### src/rtl/lfsr_pkg.sv
// lfsr_pkg: shared mode encodings and maximal-length tap constants for the LFSR
package lfsr_pkg;
  localparam logic MODE_FIB = 1'b0;
  localparam logic MODE_GAL = 1'b1;
  localparam logic [7:0] FIB_TAPS_8 = 8'hB8;
  localparam logic [7:0] GAL_TAPS_8 = 8'h71;
endpackage

### src/rtl/lfsr_step_logic.sv
// lfsr_step_logic: one combinational Fibonacci or Galois step plus all-zero detect
module lfsr_step_logic
  import lfsr_pkg::*;
#(
  parameter int N = 8
) (
  input  logic [N-1:0] s_reg,
  input  logic [N-1:0] taps_q,
  input  logic         mode,
  output logic [N-1:0] next_s,
  output logic         is_zero
);
  // Fibonacci feeds tap parity into bit 0; Galois folds taps in when the msb leaves
  always_comb begin
    next_s  = (mode == MODE_GAL) ? ({s_reg[N-2:0], 1'b0} ^ (s_reg[N-1] ? taps_q : '0))
                                 : {s_reg[N-2:0], ^(s_reg & taps_q)};
    is_zero = (s_reg == '0);
  end
endmodule

### src/rtl/lfsr_gen.sv
// lfsr_gen: N-bit LFSR with writable taps, seed/serial load, lock-up recovery and period detect
module lfsr_gen
  import lfsr_pkg::*;
#(
  parameter int           N            = 8,
  parameter logic [N-1:0] DEFAULT_TAPS = 8'hB8,
  parameter logic [N-1:0] DEFAULT_SEED = 8'h01
) (
  input  logic         clk,
  input  logic         reset,
  input  logic         en,
  input  logic         mode,
  input  logic         load,
  input  logic [N-1:0] seed,
  input  logic         load_ser,
  input  logic         s_reg_in,
  input  logic         taps_we,
  input  logic [N-1:0] taps,
  output logic [N-1:0] s_reg,
  output logic         lfsr_out,
  output logic         period_done,
  output logic [N-1:0] period_len,
  output logic         lockup_err
);
  logic [N-1:0] s_reg_q, s_reg_d, seed_q, seed_d, taps_q, taps_d;
  logic [N-1:0] step_cnt_q, step_cnt_d, period_len_q, period_len_d, cnt_inc, next_s;
  logic         period_done_q, period_done_d, lockup_err_q, lockup_err_d, is_zero;

  lfsr_step_logic #(.N(N)) u_step (
    .s_reg  (s_reg_q),
    .taps_q (taps_q),
    .mode   (mode),
    .next_s (next_s),
    .is_zero(is_zero)
  );

  // priority mux: load > serial shift > lock-up recovery > step > hold
  always_comb begin
    s_reg_d       = s_reg_q;
    seed_d        = seed_q;
    taps_d        = taps_we ? taps : taps_q;
    step_cnt_d    = step_cnt_q;
    period_len_d  = period_len_q;
    period_done_d = 1'b0;
    lockup_err_d  = lockup_err_q;
    cnt_inc       = (step_cnt_q == '1) ? step_cnt_q : step_cnt_q + 1'b1;
    if (load) begin
      s_reg_d      = seed;
      seed_d       = seed;
      step_cnt_d   = '0;
      lockup_err_d = 1'b0;
    end else if (load_ser) begin
      s_reg_d    = {s_reg_q[N-2:0], s_reg_in};
      step_cnt_d = '0;
    end else if (en && is_zero) begin
      s_reg_d      = DEFAULT_SEED;
      lockup_err_d = 1'b1;
      step_cnt_d   = '0;
    end else if (en) begin
      s_reg_d       = next_s;
      period_done_d = (next_s == seed_q);
      period_len_d  = (next_s == seed_q) ? cnt_inc : period_len_q;
      step_cnt_d    = (next_s == seed_q) ? '0 : cnt_inc;
    end
  end

  // state registers with asynchronous active-low reset
  always_ff @(posedge clk or negedge reset) begin
    if (!reset) begin
      s_reg_q       <= DEFAULT_SEED;
      seed_q        <= DEFAULT_SEED;
      taps_q        <= DEFAULT_TAPS;
      step_cnt_q    <= '0;
      period_len_q  <= '0;
      period_done_q <= 1'b0;
      lockup_err_q  <= 1'b0;
    end else begin
      s_reg_q       <= s_reg_d;
      seed_q        <= seed_d;
      taps_q        <= taps_d;
      step_cnt_q    <= step_cnt_d;
      period_len_q  <= period_len_d;
      period_done_q <= period_done_d;
      lockup_err_q  <= lockup_err_d;
    end
  end

  assign s_reg       = s_reg_q;
  assign lfsr_out    = s_reg_q[N-1];
  assign period_done = period_done_q;
  assign period_len  = period_len_q;
  assign lockup_err  = lockup_err_q;
endmodule

### config.mk
export PLATFORM = sky130hd
export DESIGN_NAME = lfsr_gen
export DESIGN_NICKNAME = d
export VERILOG_FILES = /design/src/rtl/lfsr_pkg.sv /design/src/rtl/lfsr_step_logic.sv /design/src/rtl/lfsr_gen.sv
export SDC_FILE = /design/constraint.sdc
export NUM_CORES = 1
export LEC_CHECK = 0
export CAP_MARGIN = 10
export CORE_MARGIN = 4
export CORE_UTILIZATION = 48
export CTS_CLUSTER_DIAMETER = 80
export DETAILED_ROUTE_END_ITERATION = 8
export PLACE_DENSITY = 0.76
export SYNTH_ARGS = -nofsm -noshare
export SYNTH_HDL_FRONTEND = slang
export SYNTH_SLANG_ARGS = --single-unit
### constraint.sdc
create_clock -name clk -period 2.2 [get_ports clk]
set_input_delay 0.22 -clock clk [delete_from_list [all_inputs] [get_ports clk]]
set_output_delay 0.22 -clock clk [all_outputs]
set_load 0.01 [all_outputs]
After elaboration in Yosys (flattened, before gate mapping)

Index checks and enable logic that the tools add are counted.

Bits in registers: 42
Latch bits: 0
RAM bits: 0
ROM bits: 0
Bits of input ports: 24
Output and inout bits: 19
Logic and storage cells: 42
Memories: 0

$add $sub $neg: 1
Multiply operators: 0
Divide/modulo/power cells: 0
Order comparisons: 0
Eq/ne operators: 3
Shift operators: 0
Multiplexer cells: 19
Bitwise logic cells: 5
Reduce and logical (&&, ||, !) cells: 7

Operator list:

| kind                                         | count |
|---|---|
| two-way mux 8 bit                            | 12 |
| adder 8 x 1 -> 8 bit, second input constant  | 1 |
| AND 8 bit                                    | 1 |
| equality test 8 bit                          | 1 |
| equality test 8 bit, second input constant   | 1 |
| logical NOT 8 bit                            | 1 |
| parity 8 bit                                 | 1 |
| bitwise XOR 8 bit                            | 1 |
| two-way mux 1 bit                            | 7 |
| AND reduction 5 bit                          | 1 |
| nonzero test 4 bit                           | 1 |
| inverter 1 bit                               | 3 |
| inequality test 2 bit, second input constant | 1 |
| AND reduction 2 bit                          | 1 |
| nonzero test 2 bit                           | 1 |
| logical AND 1 bit                            | 1 |

Logic depth before layout (Yosys ltp)

Depth in word-level cells: 9
Gate-level depth with buffers: 10
Mapped depth without buffers: 7

Hierarchy

Synthesis repeated with hierarchy kept, for this count alone.

Cells, all modules: 218
Area total of the unflattened synthesis: 2218.4 µm²

Modules (own cells, without submodules):

| module          | instances | cells each | area an instance (µm²) | sequential area each (µm²) |
|---|---|---|---|---|
| lfsr_gen        | 1         | 182        | 1999.4                 | 1058.5 |
| lfsr_step_logic | 1         | 36         | 219.0                  | 0.0 |

Worst setup path before layout

OpenSTA, ideal clock, no wires.

Path kind: register to register
Start point: register s_reg_q[0], in the netlist s_reg[0]
End point: register period_len_q[0], in the netlist period_len[0]
Library setup time: 125 ps
Arrival: 2313 ps
Setup slack: -238 ps
Stages on the path, launching flop included: 10
Buffers on the path: 4
Cell sequence: dfstp_2 -> buf_2 -> nor3_1 -> and4b_1 -> buf_6 -> or4b_4 -> buf_6 -> nor3b_2 -> buf_6 -> mux2_4

Longest elaborated chain between the ends: 5
Elaborated cells between the ends (all ways): 9
Those cells by class: 1 x eq/ne; 1 x mux; 3 x bitwise; 4 x reduce/logical

Ends and longest elaborated chain:

| item                              | RTL line              | source |
|---|---|---|
| start: declaration                | lfsr_gen.sv:25        | `logic [N-1:0] s_reg_q, s_reg_d, seed_q, seed_d, taps_q, taps_d;` |
| start signal: assignment          | lfsr_gen.sv:78        | `s_reg_q <= s_reg_d;` |
| AND 8 bit                         | lfsr_step_logic.sv:16 | `: {s_reg[N-2:0], ^(s_reg & taps_q)};` |
| parity 8 bit                      | lfsr_step_logic.sv:16 |  |
| two-way mux 8 bit                 | lfsr_step_logic.sv:15 | `next_s = (mode == MODE_GAL) ? ({s_reg[N-2:0], 1'b0} ^ (s_reg[N-1] ? taps_q : '0))` |
| equality test 8 bit               | lfsr_gen.sv:62        | `period_len_d = (next_s == seed_q) ? cnt_inc : period_len_q;` |
| AND reduction 5 bit (no line) (*) | --                    |  |
| end signal: assignment            | lfsr_gen.sv:82        | `period_len_q <= period_len_d;` |
| end: declaration                  | lfsr_gen.sv:26        | `logic [N-1:0] step_cnt_q, step_cnt_d, period_len_q, period_len_d, cnt_inc, next_s;` |

Every way passes the cells marked *; elsewhere a longest branch is shown, timed or not.
A chain may end at the register's enable or synchronous reset.

Worst setup path in the final report

Ends and elaborated chain as after synthesis.

==> results.cfg <==
[status]
status = finished with violations
failed_checks = negative setup slack

[floorplan]
io_pins = 43
dieWidth_um = 80.5
core-area_um2 = 5110
die_h_um = 80.5
fp.dieArea_um2 = 6480
std_cell_rows = 26
initial_utilization_pct = 49.4

[place]
pre_cts_ws_ns = -0.0866
dp_hpwl_um = 4570
gp_congestion = 0.897
placed_area_um2 = 3210
numPortBuffers = 42

[routing]
ant_nets = 0
wire_per_inst_um = 16.2
dr_total_vias = 2116
routed_wl_um = 6600
drcViolationCount = 0
first_iter_violations = 158
viasPerCell = 5.20
drt_first_pass_iters = 4

[yosys]
syn-cell-area_um2 = 2520
syn_area_per_cell_um2 = 9.75
synth-edff-count = 0
ys_warn_count = 0
synth_fp_nets = 284
synthArstFlopShare_pct = 100
yosysSeqAreaShare_pct = 41.9
yosys_most_used_dff = dfrtp_1
synth_cells = 259
yosys_register_bits = 42
netlist-cell-type-count = 48

[timing]
finalMaxSlewViolations = 0
finalHoldViolCount = 0
setup_slack_ns = -0.0287
slew_headroom_pct = 69.0
skew_ns = 0.0109
fin_crit_ns = 2.23
worst_slew_pin_slew_ns = 0.464
finalCritPeriodShare_pct = 101
whs_ns = 0.383
setup_violations = 5
rsz0062_at_grt = true
fmax_mhz = 449

[pwr]
swShare_pct = 29.0
cell_internal_pwr_w = 0.00159
netSwitchingPower_w = 0.000651
ir_drop_uv = 343
powerDensity_nw_per_um2 = 651
sequentialPowerShare_pct = 40.4
combPwrFrac_pct = 32.4
power.total_w = 0.00224
p_leak_nw = 1.51
pwr-share-clk_pct = 27.2

[hold_path]
hold_path.class = primary input to asynchronous set/reset pin

[setup_path]
worstPathRequired_ns = 2.38
start_kind = flop
crit_type = flop to flop
cp.arrival_ns = 2.41
worst_setup_path_end_kind = flop
cp_max_fo = 7

[clock_network]
htree_levels = 2
clock_latency_ns = 0.31
clock-sinks = 42
clk_pin_slew_ns = 0.09
clock_path_buffers = 2
cts_inserted_buffers = 5
clock-root-buffer = clkbuf_8
cts_tree = built

[cells_and_area]
finalNetCount = 361
fin_area_um2 = 3440
area_growth_pct = 36.3
final_layout_size_suffix_gt1_share_pct = 28.8
final_cell_mix = clkdlybuf4s50_1, buf_4, dfrtp_1, nand2_1, nor2_1
antenna_cells = 0
final_common_cell = clkdlybuf4s50_1

[global_route]
grt_pass1_vias = 2181
antenna_found_initial = 0
grt_usage_pct = 21.6
grt_overflow = 0
grt_pass1_wl_um = 10500
grt_max_degree = 26

[run]
cap_violations = 0
## cell families (layout without fill, tap and decap cells)
kind of cell,count (synthesis),in the layout,synth area share [%]
compound gates,53,53,12.5
xor+xnor,26,26,10.4
simple gates,86,87,17.0
mux,26,26,12.1
flops,42,42,41.9
fa+ha+maj,1,1,0.495
buf+inv,25,102,5.50
## power groups by stage
stage	logic, W	clock network (W)	registers [W]
6_report	0.000727	0.000610	0.000905
5_1_grt	0.000788	0.000665	0.000912
4_1_cts	0.000714	0.000619	0.000902
3_5_place_dp	0.000671	0	0.000916
3_3_place_gp	0.000662	0	0.000915
2_1_floorplan	0.000376	0	0.000933
## through the flow
step | cells | util (%) | TNS, ns
2_1_floorplan | 259 | - | -0.980
3_3_place_gp | 393 | 62.8 | -0.438
3_5_place_dp | 393 | 62.8 | -0.596
4_1_cts | 406 | 66.6 | -0.0157
5_1_grt | 407 | 67.4 | -0.794
6_report | 407 | 67.4 | -0.0953
## worst paths after layout
check	start	end	slack, ns	cells after the start
worst min register to register	seed_q[0]	seed_q[0]	0.51	2
worst max-delay path	s_reg[0]	period_len[0]	-0.03	7
min in group clk	seed[0]	s_reg[0]	0.48	3
max in group asynchronous	reset	seed_q[0]	1.18	3
worst max register to register	s_reg[0]	period_len[0]	-0.03	7
worst min-delay path	reset	seed_q[7]	0.38	2
## Yosys cell counts, types with 4 or more instances
cell type / instances / area share (%)
dfrtp_1: 36 / 36
nand2_1: 30 / 4.5
nor2_1: 20 / 3.0
o21ai_0: 19 / 3.8
mux2_2: 16 / 7.1
a21oi_1: 14 / 2.8
xnor2_1: 12 / 4.2
xor2_1: 11 / 3.8
inv_1: 10 / 1.5
nand3_1: 7 / 1.4
dfstp_2: 6 / 6.2
and3_1: 5 / 1.2
buf_6: 5 / 2.2
clkbuf_1: 5 / 0.74
mux2_4: 5 / 3.0
mux2i_1: 5 / 2.0
nand3b_1: 4 / 1.2
## metal layers
layer / GRT usage, % / part of all wire, % / vias up
li1: - / - / 1039
met1: 26.1 / 43 / 1000
met2: 37.2 / 50 / 62
met3: 4.15 / 4.1 / 15
met4: 9.46 / 2.7 / 0
met5: 0 / 0 / -
## final cells by class
cell class | instances | area, um2
clock buffer | 7 | 76.3
clock inverter | 1 | 30.0
fill | 405 | 1670
inverter | 10 | 37.5
multi-input combinational | 193 | 1400
sequential | 42 | 1060
tap | 70 | 87.6
timing repair buffer | 84 | 752
## critical path: stages (launching register included)
cell,delay [ns]
dfstp_2,0.55
buf_6,0.11
nor3_2,0.04
and4b_1,0.20
or4b_4,0.53
nor3b_2,0.21
buf_6,0.17
mux2_4,0.31
## repair_timing
| item | in CTS | in global routing |
|---|---|---|
| cloned | 1 | 1 |
| buffers inserted | 3 | 0 |
| hold endpoints to repair | 12 | 0 |
| gates resized for setup | 7 | 8 |
| pin swaps | 4 | 12 |
| hold buffers | 1 | 0 |
| endpoints found under the setup margin | 11 | 16 |
(Power assumes the default switching activity.)
